[src/rtl/id_ex_stage.sv]
// ID/EX pipeline register with capture-time forwarding and load-use stall detection.
// Optional perf counters (stall_cycles, fwd_count) are built when IDEX_PERF_EN is defined.
module id_ex_stage #(
    parameter int DW  = 8,
    parameter int AW  = 5,
    parameter int OPW = 4
) (
    input  logic           clk,
    input  logic           rst,
    input  logic           id_valid,
    output logic           id_ready,
    input  logic [AW-1:0]  id_rs,
    input  logic [AW-1:0]  id_rt,
    input  logic [AW-1:0]  id_rd,
    input  logic           id_uses_rs,
    input  logic           id_uses_rt,
    input  logic [DW-1:0]  id_rdata1,
    input  logic [DW-1:0]  id_rdata2,
    input  logic           id_reg_write,
    input  logic           id_mem_read,
    input  logic [OPW-1:0] id_alu_op,
    input  logic           exmem_reg_write,
    input  logic           exmem_mem_read,
    input  logic [AW-1:0]  exmem_rd,
    input  logic [DW-1:0]  exmem_result,
    input  logic           memwb_reg_write,
    input  logic [AW-1:0]  memwb_rd,
    input  logic [DW-1:0]  memwb_result,
    input  logic           flush,
    input  logic           ex_ready,
    output logic           ex_valid,
    output logic [DW-1:0]  ex_a,
    output logic [DW-1:0]  ex_b,
    output logic [AW-1:0]  ex_rd,
    output logic           ex_reg_write,
    output logic           ex_mem_read,
    output logic [OPW-1:0] ex_alu_op
`ifdef IDEX_PERF_EN
    ,
    output logic [15:0]    stall_cycles,
    output logic [15:0]    fwd_count
`endif
);

    localparam logic [AW-1:0] ZERO_IDX = {AW{1'b1}};

    logic           valid_q, valid_d;
    logic [DW-1:0]  a_q, a_d, b_q, b_d;
    logic [AW-1:0]  rd_q, rd_d;
    logic           reg_write_q, reg_write_d;
    logic           mem_read_q, mem_read_d;
    logic [OPW-1:0] alu_op_q, alu_op_d;

    logic advance, hazard, transfer;
    logic a_from_exmem, a_from_memwb, b_from_exmem, b_from_memwb;
    logic [DW-1:0] fwd_a, fwd_b;

    // A load still in EX, or one in EX/MEM, cannot yet supply its data.
    function automatic logic load_pending(input logic [AW-1:0] idx);
        return (idx != ZERO_IDX) &&
               ((valid_q && mem_read_q && rd_q == idx) ||
                (exmem_mem_read && exmem_reg_write && exmem_rd == idx));
    endfunction

    always_comb begin
        advance  = ex_ready | ~valid_q;
        hazard   = (id_uses_rs && load_pending(id_rs)) ||
                   (id_uses_rt && load_pending(id_rt));
        id_ready = advance & ~hazard & ~rst & ~flush;
        transfer = id_valid & id_ready;
    end

    always_comb begin
        a_from_exmem = (id_rs != ZERO_IDX) && exmem_reg_write && !exmem_mem_read && exmem_rd == id_rs;
        a_from_memwb = (id_rs != ZERO_IDX) && !a_from_exmem && memwb_reg_write && memwb_rd == id_rs;
        b_from_exmem = (id_rt != ZERO_IDX) && exmem_reg_write && !exmem_mem_read && exmem_rd == id_rt;
        b_from_memwb = (id_rt != ZERO_IDX) && !b_from_exmem && memwb_reg_write && memwb_rd == id_rt;

        if (id_rs == ZERO_IDX) fwd_a = '0;
        else if (a_from_exmem) fwd_a = exmem_result;
        else if (a_from_memwb) fwd_a = memwb_result;
        else                   fwd_a = id_rdata1;

        if (id_rt == ZERO_IDX) fwd_b = '0;
        else if (b_from_exmem) fwd_b = exmem_result;
        else if (b_from_memwb) fwd_b = memwb_result;
        else                   fwd_b = id_rdata2;
    end

    always_comb begin
        valid_d     = valid_q;
        a_d         = a_q;
        b_d         = b_q;
        rd_d        = rd_q;
        reg_write_d = reg_write_q;
        mem_read_d  = mem_read_q;
        alu_op_d    = alu_op_q;
        if (flush) begin
            valid_d     = 1'b0;
            reg_write_d = 1'b0;
            mem_read_d  = 1'b0;
        end else if (transfer) begin
            valid_d     = 1'b1;
            a_d         = fwd_a;
            b_d         = fwd_b;
            rd_d        = id_rd;
            reg_write_d = id_reg_write;
            mem_read_d  = id_mem_read;
            alu_op_d    = id_alu_op;
        end else if (advance) begin
            valid_d     = 1'b0;
            reg_write_d = 1'b0;
            mem_read_d  = 1'b0;
        end
    end

    always_ff @(posedge clk) begin
        if (rst) begin
            valid_q     <= 1'b0;
            a_q         <= '0;
            b_q         <= '0;
            rd_q        <= '0;
            reg_write_q <= 1'b0;
            mem_read_q  <= 1'b0;
            alu_op_q    <= '0;
        end else begin
            valid_q     <= valid_d;
            a_q         <= a_d;
            b_q         <= b_d;
            rd_q        <= rd_d;
            reg_write_q <= reg_write_d;
            mem_read_q  <= mem_read_d;
            alu_op_q    <= alu_op_d;
        end
    end

    assign ex_valid     = valid_q;
    assign ex_a         = a_q;
    assign ex_b         = b_q;
    assign ex_rd        = rd_q;
    assign ex_reg_write = reg_write_q;
    assign ex_mem_read  = mem_read_q;
    assign ex_alu_op    = alu_op_q;

`ifdef IDEX_PERF_EN
    logic [15:0] stall_cycles_q, stall_cycles_d;
    logic [15:0] fwd_count_q, fwd_count_d;

    always_comb begin
        stall_cycles_d = stall_cycles_q;
        fwd_count_d    = fwd_count_q;
        if (id_valid && hazard && advance && !flush && stall_cycles_q != 16'hFFFF)
            stall_cycles_d = stall_cycles_q + 16'd1;
        if (transfer && (a_from_exmem || a_from_memwb || b_from_exmem || b_from_memwb) &&
            fwd_count_q != 16'hFFFF)
            fwd_count_d = fwd_count_q + 16'd1;
    end

    always_ff @(posedge clk) begin
        if (rst) begin
            stall_cycles_q <= '0;
            fwd_count_q    <= '0;
        end else begin
            stall_cycles_q <= stall_cycles_d;
            fwd_count_q    <= fwd_count_d;
        end
    end

    assign stall_cycles = stall_cycles_q;
    assign fwd_count    = fwd_count_q;
`endif

endmodule

[config.mk]
export PLATFORM = sky130hd
export DESIGN_NAME = id_ex_stage
export DESIGN_NICKNAME = d
export VERILOG_FILES = /design/src/rtl/id_ex_stage.sv
export SDC_FILE = /design/constraint.sdc
export NUM_CORES = 1
export LEC_CHECK = 0
export CAP_MARGIN = 20
export CORE_AREA = 10 10 94 96
export CTS_BUF_LIST = sky130_fd_sc_hd__clkbuf_8 sky130_fd_sc_hd__clkbuf_16
export DETAILED_ROUTE_END_ITERATION = 10
export DIE_AREA = 0 0 104 106
export GPL_ROUTABILITY_DRIVEN = 0
export PLACE_DENSITY = 0.75
export SETUP_SLACK_MARGIN = 0.15
export SYNTH_ARGS = -nofsm -noshare
export SYNTH_HDL_FRONTEND = slang
export SYNTH_SLANG_ARGS = --single-unit
[constraint.sdc]
create_clock -name clk -period 2.7 [get_ports clk]
set_clock_uncertainty 0.1 [all_clocks]
set_input_delay 0.81 -clock clk [delete_from_list [all_inputs] [get_ports clk]]
set_output_delay 0.81 -clock clk [all_outputs]
set_load 0.01 [all_outputs]
# --- Word level (Yosys, flattened, before mapping) ---
# Cells that the tools add are included.
word_totals:
  reg_bits: 28
  inputBits: 73
op_classes:
  eq_ne: 10
  muxes: 10
  n_bitwise: 9
  n_reduce_logical: 31
op_table:
  columns: ["operator", "count"]
  rows:
  - ["$mux 8", 6]
  - ["$eq 5x5->1", 6]
  - ["$logic_and 1x1->1", 22]
  - ["$eq 5x5->1 const B", 2]
  - ["$ne 5x5->1 const B", 2]
  - ["$and 1x1->1", 4]
  - ["$mux 1", 4]
  - ["$not 1->1", 4]
  - ["$logic_not 1->1", 3]
  - ["$logic_or 1x1->1", 3]
  - ["$reduce_and 2->1", 1]
  - ["$reduce_bool 2->1", 1]
  - ["$reduce_or 2->1", 1]
  - ["$or 1x1->1", 1]

# --- Logic depth before layout (Yosys ltp) ---
# Gate-level depths: netlist of run 1.
logic_depth:
  word_depth: 12
  depth_mapped: 7
  depth_no_buf: 6

# --- Least setup slack after synthesis of run 1 ---
# Ideal clock, no wire load.
synth_timing:
  kind: "input port to output port"
  from: "input id_rs[2]"
  to: "output id_ready"
  arrival_time_ps: 1960
  required_ps: 1790
  setup_slack_ps: -170
  cell_stages: 5
  cell_sequence: "xor2_1 -> or4_4 -> nor4_4 -> nor2_1 -> and3_1"
synth_via:
  elab_chain_cells: 10
synth_lines:
  columns: ["item", "line", "rtl"]
  rows:
  - ["start, declared", "12", "input logic [AW-1:0] id_rs,"]
  - ["$eq 5x5->1, on equally long branches", "61, 62", null]
  - ["$logic_and 1x1->1, on equally long branches", "61, 62", null]
  - ["$logic_or 1x1->1", "61", "((valid_q && mem_read_q && rd_q == idx) ||"]
  - ["$logic_and 1x1->1 (*)", "60", "return (idx != ZERO_IDX) &&"]
  - ["$logic_and 1x1->1 (*)", "67", "hazard = (id_uses_rs && load_pending(id_rs)) ||"]
  - ["$logic_or 1x1->1 (*)", "67", null]
  - ["$not 1->1 (*)", "69", "id_ready = advance & ~hazard & ~rst & ~flush;"]
  - ["$and 1x1->1 (*) (3 in series)", "69", null]
  - ["end, declared", "11", "output logic id_ready,"]
# Mark *: on every way between the ends. The rest lies on a longest branch, timed or not.

# --- Final worst setup path of run 1 ---
layout_timing:
  from: "input id_rt[0]"
  to: "output id_ready"
layout_via:
  elab_chain_cells: 10
layout_lines:
  columns: ["item", "line", "rtl"]
  rows:
  - ["start, declared", "13", "input logic [AW-1:0] id_rt,"]
  - ["$eq 5x5->1, on equally long branches", "61, 62", null]
  - ["$logic_and 1x1->1, on equally long branches", "61, 62", null]
  - ["$logic_or 1x1->1", "61", null]
  - ["$logic_and 1x1->1 (*)", "60", null]
  - ["$logic_and 1x1->1 (*)", "68", "(id_uses_rt && load_pending(id_rt));"]
  - ["$logic_or 1x1->1 (*)", "67", null]
  - ["$not 1->1 (*)", "69", null]
  - ["$and 1x1->1 (*) (3 in series)", "69", null]
# Marked as above.

==> flow_summary.toml, run 1 <==
[cells_and_area]
finalNetCount = 458
nFillCells = 579
fin_util = 0.5996
syn2layout_area_growth_pct = 106.7
drive_gt1_frac = 0.4063

[critical_path]
startpoint = "id_rt[0]"
critPathMaxFanout = 4
critPathCaptureType = "primary output"
path_delay_family = "simple AND/OR/NAND/NOR gates"
arrival_ns = 2.13
slowest_stage = "dlygate4sd2_1"
path_buf_inv = 2
reg2reg_from = "ex_rd[3]"
crit_type = "in -> out"
crit_chain = "dlygate4sd2_1, xnor2_1, nand2_1, nor3_2, o211ai_2, and3_1, buf_2"
cp.required_ns = 1.79
start_kind = "input pin"
slowest_delay_ns = 0.32

[synthesis]
synth_cell_types = 33
postSynthCellCount = 221
synth_top_area_cell = "dfxtp_1"
synth-seq-cells = 28
synth-async-reset-ratio = 0
synthTopCellsByArea = "dfxtp_1, mux2i_1, mux2_4"
synthAdderAreaFrac = 0
synth_top_area_share = 0.2737
synth.mux.area_fraction = 0.2340
synth_ff_type = "dfxtp_1"
synth-edff-count = 0
synth_compound_area_frac = 0.09652
synth_top_family_by_area = "multiplexers"
synthesis.area_sq_um = 2048
synth_seq_area_share = 0.2737
synth_most_common_cell = "dfxtp_1"
syn_area_per_cell_sq_um = 9.268
synthSimpleGateAreaFrac = 0.2327
synth_common_cells = "dfxtp_1, nor2b_1, a21oi_1"
synth-xor-area-share = 0.1283
synth_nets = 294
yosysWarningCount = 0

[sta]
maxSlewHeadroom = 0.4647
period_minus_slack_ns = 3.039
fmax_mhz = 329.1
setup_ws_ns = -0.3390
tightest_slew_ns = 0.8020
timing.final.crit_share = 1.126
final-setup-viol-count = 9
rsz0062_at_grt = "yes"
maxSlewViolCount = 0
hold_viol = 0
holdWs_ns = 0.3706

[detailed_routing]
route.vias.total = 2308
avgRoutedWirePerCell_um = 18.85
antenna_left = 0
vias_per_cell = 4.769
drcViolationCount = 0
drt_wl_total_um = 9123
drtPass1Iterations = 4
drt-initial-drc-count = 81

[clocking]
clkTransAtPathRegs_ns = 0.10
insertion_delay_ns = 0.28
cts_root_buffer = "clkbuf_8"
clockBufferDepth = 2
cts_max_level = 1
cts-buffers-inserted = 3
cts.sinks = 28
cts_tree = "done"

[hold_path]
min_from = "ex_reg_write"
holdCritPathClass = "reg -> reg"

[grt]
grt_max_degree = 30
grt_pass1_wl_um = 13340
antenna_found_initial = 1
first_global_vias = 2467
grt_use_total = 0.1497
overflow = 0

[die]
num_rows = 31
die-height_um = 106
initial_core_util = 0.2901
die_area_sq_um = 11020
core_sq_um = 7059
pin_count = 102
fp.dieW_um = 104

[power_and_ir_drop]
ir_drop_v = 0.0002660
finalPower_mw = 1.305
leakagePower_nw = 1.751
powerDensity_nw_per_um2 = 308.4

[placed_design]
hpwl_um = 6271
place_ws_ns = -1.077
portBuffers = 101

[outcome]
status = "finished with violations"
violations = "negative setup slack"

[flow_run]
maxCapViolCount = 0
## what timing repair did
item | in CTS | in global routing
gates resized for setup | 151 | 35
pin swaps | 27 | 25
buffers inserted | 20 | 5
endpoints found under the setup margin | 27 | 29
hold buffers | 0 | 0
gates cloned | 2 | 0
endpoints found under the hold margin | 0 | 0
## sequential cells by signal, summed over array words and instances, names as in the netlist
name / cells
ex_a: 8
ex_alu_op: 4
ex_b: 8
ex_mem_read: 1
ex_rd: 5
ex_reg_write: 1
ex_valid: 1
## logic make-up after synthesis
kind of cell | Yosys count
AO/OA/AOI/OAI | 34
XOR/XNOR | 30
buffers and inverters | 10
flip-flops | 28
multiplexers | 41
AND/OR/NAND/NOR | 78
## tightest hold or removal path, cell delays in order, from the launching register on
cell     delay [ns]
dfxtp_1        0.33
nand3_1        0.06
nand2_1        0.05
## routing by layer
metal	routed length [um]	vias up	GRT usage
met1	3684	1096	0.1643
met4	258	0	0.05467
li1	-	1116	-
met5	0	-	0
met2	4599	78	0.2595
met3	581	18	0.05616
## path summary, 6_finish.rpt
| kind | end | slack (ns) | cells past startpoint |
|---|---|---|---|
| max | id_ready | -0.34 | 7 |
| min | ex_reg_write | 0.37 | 2 |
| max reg2reg | ex_a[0] | 0.41 | 8 |
| min reg2reg | ex_reg_write | 0.37 | 2 |
## layout by cell type (no fill, tap or decap), types with 5 or more instances in the layout
master / count
o21ai_2: 8
mux2_1: 8
nand3_1: 7
buf_4: 39
nor2b_1: 18
xnor2_1: 10
a21oi_1: 8
o31ai_4: 7
dfxtp_1: 28
a21oi_2: 8
nor2_1: 12
buf_8: 5
nand2_1: 5
clkdlybuf4s50_1: 82
xor2_1: 13
mux2i_1: 15
nand2b_1: 10
mux2_4: 14
buf_6: 27
## metrics by stage
| step | std cells | instance area [sq um] | TNS, ns |
|---|---|---|---|
| finish | 484 | 4233 | -1.714 |
| global route | 484 | 4233 | -2.069 |
| CTS | 478 | 4041 | -0.4689 |
| detailed placement | 452 | 3440 | -12.63 |
| global placement | 452 | 3440 | -11.84 |
| floorplan | 221 | 2056 | -0.1641 |
## report_power, final
group	leakage (nW)	switching (mW)	internal, mW
Combinational	1.49	0.206	0.313
Clock	0.0357	0.144	0.199
Sequential	0.228	0.0124	0.431
## final cells by class
class	count	area, sq um	share of cell area
clock inverter	1	30.03	0.007094
timing repair buffer	167	1643	0.3881
sequential	28	560.5	0.1324
multi-input combinational	185	1832	0.4328
antenna	1	2.502	0.0005912
tap	99	123.9	0.02926
clock buffer	3	41.29	0.009755
Power figures use the tool's default switching activity.
==> run 2, diff against run 1 <==
- SETUP_SLACK_MARGIN: 0.15 -> unset
==> flow_summary.toml, run 2 (synthesis results as in run 1) <==
[outcome]
status = "finished with violations"
violations = "negative setup slack"

[power_and_ir_drop]
powerDensity_nw_per_um2 = 327.5
power_frac_seq = 0.383
p_int_mw = 0.8509
leakagePower_nw = 1.541
clockPowerShare = 0.299
finalPower_mw = 1.154
p_switching_mw = 0.3029
ir_drop_v = 0.0002867
power.share.switching = 0.2625
power_frac_comb = 0.318

[grt]
first_global_vias = 2258
grt_max_degree = 30
grt_pass1_wl_um = 12100
antenna_found_initial = 0
overflow = 0
grt_use_total = 0.1325

[critical_path]
arrival_ns = 2.10
cp.required_ns = 1.79
start_kind = "input pin"
critPathCaptureType = "primary output"
critPathMaxFanout = 2
crit_type = "in -> out"

[flow_run]
maxCapViolCount = 0

[cells_and_area]
antenna_cells = 0
final-seq-area_sq_um = 560.5
nFillCells = 681
syn2layout_area_growth_pct = 72.02
multi_input_area_sq_um = 1471
layout_commonest_cell = "clkdlybuf4s50_1"
layout_common_cells = "clkdlybuf4s50_1, buf_4, dfxtp_1"
finalNetCount = 430
drive_gt1_frac = 0.2331

[placed_design]
portBuffers = 101
hpwl_um = 6128
place_ws_ns = -1.141

[clocking]
cts_root_buffer = "clkbuf_8"
clkTransAtPathRegs_ns = 0.11
insertion_delay_ns = 0.28
cts_max_level = 1
cts_hold_buf = 0
clockBufferDepth = 2
cts.sinks = 28
cts-buffers-inserted = 3
cts_tree = "done"

[sta]
hold_viol = 0
timing.final.crit_share = 1.114
rsz0062_at_grt = "yes"
setup_ws_ns = -0.3080
maxSlewHeadroom = 0.6062
final-setup-viol-count = 1
tightest_slew_ns = 0.5885
holdWs_ns = 0.3697
fmax_mhz = 332.5
period_minus_slack_ns = 3.008
maxSlewViolCount = 0

[detailed_routing]
drtPass1Iterations = 4
antenna_left = 0
drcViolationCount = 0
vias_per_cell = 4.716
avgRoutedWirePerCell_um = 17.04
route.vias.total = 2146
drt_wl_total_um = 7754
drt-initial-drc-count = 85

[die]
die-height_um = 106
fp.dieW_um = 104
die_area_sq_um = 11020
pin_count = 102
initial_core_util = 0.2901
num_rows = 31
core_sq_um = 7059

[hold_path]
holdCritPathClass = "reg -> reg"
[run 2: cell type report]
class	instances	share of cell area
flip-flops and latches	28	0.1591
clock inverters	1	0.008523
well taps	99	0.03516
repair buffers	141	0.3679
clock buffers	3	0.01172
multi-input cells	183	0.4176
[run 2: per-stage QoR]
| stage | setup TNS (ns) | std cells | instance area [sq um] | utilization |
|---|---|---|---|---|
| 4_1_cts | -0.4635 | 454 | 3485 | 0.4936 |
| 2_1_floorplan | -0.1701 | 221 | 2048 | - |
| 3_3_place_gp | -11.74 | 448 | 3390 | 0.4801 |
| 6_report | -0.3080 | 455 | 3523 | 0.4991 |
| 5_1_grt | -0.3907 | 455 | 3523 | 0.4991 |
| 3_5_place_dp | -12.89 | 448 | 3390 | 0.4801 |
[run 2: path summary, 6_finish.rpt]
| path | cells after the start | startpoint | slack [ns] | endpoint |
|---|---|---|---|---|
| setup / recovery | 7 | id_rs[3] | -0.31 | id_ready |
| hold / removal | 2 | ex_reg_write | 0.37 | ex_reg_write |
| setup reg to reg | 8 | ex_rd[3] | 0.51 | ex_b[3] |
| hold reg to reg | 2 | ex_reg_write | 0.37 | ex_reg_write |
[run 2: critical path, stage by stage]
cell and delay [ns]:
buf_8 0.10, xor2_1 0.13, or4_4 0.52, nor4_4 0.18, nor2_1 0.08, and3_1 0.14, buf_2 0.13
[run 2: power by group through the flow]
stage	Combinational [mW]	Clock (mW)	Sequential, mW
finish	0.367	0.345	0.442
floorplan	0.133	0	0.459
global placement	0.357	0	0.450
CTS	0.363	0.358	0.442
detailed placement	0.361	0	0.451
global route	0.395	0.373	0.444
[run 2: metal layers]
layer  vias up  wire length (um)  global-route usage
met4         0               117             0.03181
met5         -                 0                   0
met1      1014              3345              0.1607
li1       1048                 -                   -
met2        76              3783              0.2260
met3         8               508             0.03865
[run 2: what timing repair did]
action	in CTS	in global routing
setup endpoints to repair	26	26
pin swaps	14	11
setup buffers	2	1
gates resized for setup	35	29
==> run 3, diff against run 2 <==
- CTS_CLUSTER_DIAMETER: unset -> 30
- SKIP_CTS_REPAIR_TIMING: unset -> 1
==> flow_summary.toml, run 3 (synthesis results as in run 1) <==
[critical_path]
regToRegEndpoint = "ex_a[1]"
slowest_stage = "clkdlybuf4s50_1"
critPathMaxFanout = 2
crit_type = "in -> out"
critPathCaptureType = "primary output"
slowest_delay_ns = 0.51
r2r_cells = 7
path_buf_inv = 2
cp.required_ns = 1.79
reg2reg_from = "ex_rd[2]"
cp-endpoint = "id_ready"
crit_chain = "clkdlybuf4s50_1, xnor2_1, nand3_1, nor3_2, o211ai_2, and3_1, buf_2"
r2r_setup_slack_ns = 0.41
cp.depth = 7
arrival_ns = 2.27
path_delay_family = "buffers and inverters"
startpoint = "id_rt[3]"
start_kind = "input pin"

[die]
fp.dieW_um = 104
die-height_um = 106
die_area_sq_um = 11020
core_sq_um = 7059
initial_core_util = 0.2901
num_rows = 31
pin_count = 102

[cells_and_area]
antenna_cells = 0
fin_area_sq_um = 3640
layout_common_cells = "clkdlybuf4s50_1, buf_4, dfxtp_1"
syn2layout_area_growth_pct = 77.70
layout_commonest_cell = "clkdlybuf4s50_1"
finalNetCount = 435
nFillCells = 658
drive_gt1_frac = 0.2188

[detailed_routing]
drtPass1Iterations = 5
vias_per_cell = 4.693
top_layer_used = "met4"
drt-initial-drc-count = 140
avgRoutedWirePerCell_um = 17.70
wl_met2_um = 4012
route.vias.total = 2159
wl_met1_um = 3487
drt_wl_total_um = 8141
wl_met3_um = 534
drcViolationCount = 0
antenna_left = 0

[sta]
rsz0062_at_grt = "yes"
setup_ws_ns = -0.4778
period_minus_slack_ns = 3.178
timing.final.crit_share = 1.177
tightest_slew_ns = 0.6047
fmax_mhz = 314.7
maxSlewViolCount = 0
final-setup-viol-count = 1
tns_ns = -0.4778
maxSlewHeadroom = 0.5953
holdWs_ns = 0.3705
hold_viol = 0

[grt]
antenna_found_initial = 0
grt_max_degree = 30
first_global_vias = 2258
grt_use_total = 0.1300
overflow = 0
grt_pass1_wl_um = 11870

[power_and_ir_drop]
powerDensity_nw_per_um2 = 321.0
finalPower_mw = 1.168
ir_drop_v = 0.0002857
leakagePower_nw = 1.635

[outcome]
status = "finished with violations"
violations = "negative setup slack"

[clocking]
cts.sinks = 28
clockBufferDepth = 2
cts_tree = "done"
cts_max_level = 1
cts_root_buffer = "clkbuf_8"
clkTransAtPathRegs_ns = 0.10
insertion_delay_ns = 0.28
cts-buffers-inserted = 3

[flow_run]
maxCapViolCount = 0

[hold_path]
holdCritPathClass = "reg -> reg"
min_from = "ex_reg_write"

[placed_design]
hpwl_um = 6128
portBuffers = 101
post_dp_cell_area_sq_um = 3390
-- run 3: per-layer routing --
metal | global-route usage | vias to the layer above
met4 | 0.03181 | 0
met1 | 0.1572 | 1008
li1 | - | 1067
met2 | 0.2215 | 76
met3 | 0.03865 | 8
met5 | 0 | -
-- run 3: worst reg2reg max path: stages (launching register included) --
cell and delay (ns):
dfxtp_1 0.37, xor2_2 0.18, or4_4 0.54, nor4_4 0.31
nor3_4 0.09, buf_4 0.18, nand2_8 0.09, mux2_2 0.34
-- run 3: through the flow --
stage | setup slack, ns | std cells | util
after floorplan | -0.1701 | 221 | -
after global placement | -1.112 | 448 | 0.4801
after detailed placement | -1.141 | 448 | 0.4801
after CTS | -1.137 | 452 | 0.4903
after global routing | -0.5304 | 460 | 0.5156
final | -0.4778 | 460 | 0.5156
-- run 3: how the worst min path moves through the flow --
stage / to / depth (start not counted)
6_report: ex_reg_write / 2
5_1_grt: ex_reg_write / 2
4_1_cts: ex_reg_write / 2
3_5_place_dp: ex_reg_write / 2
3_3_place_gp: ex_reg_write / 2
2_1_floorplan: ex_reg_write / 2
-- run 3: cell type report --
class                   instances  area [sq um]  area share
clock buffers                   3         41.29     0.01134
clock inverters                 1         30.03    0.008250
multi-input cells             186          1508      0.4142
flip-flops and latches         28         560.5      0.1540
well taps                      99         123.9     0.03403
repair buffers                143          1376      0.3781
-- run 3: report_power, final --
part	internal, mW	switching, mW
combinational	0.230	0.150
sequential	0.431	0.0113
clock	0.199	0.148
total	0.860	0.309
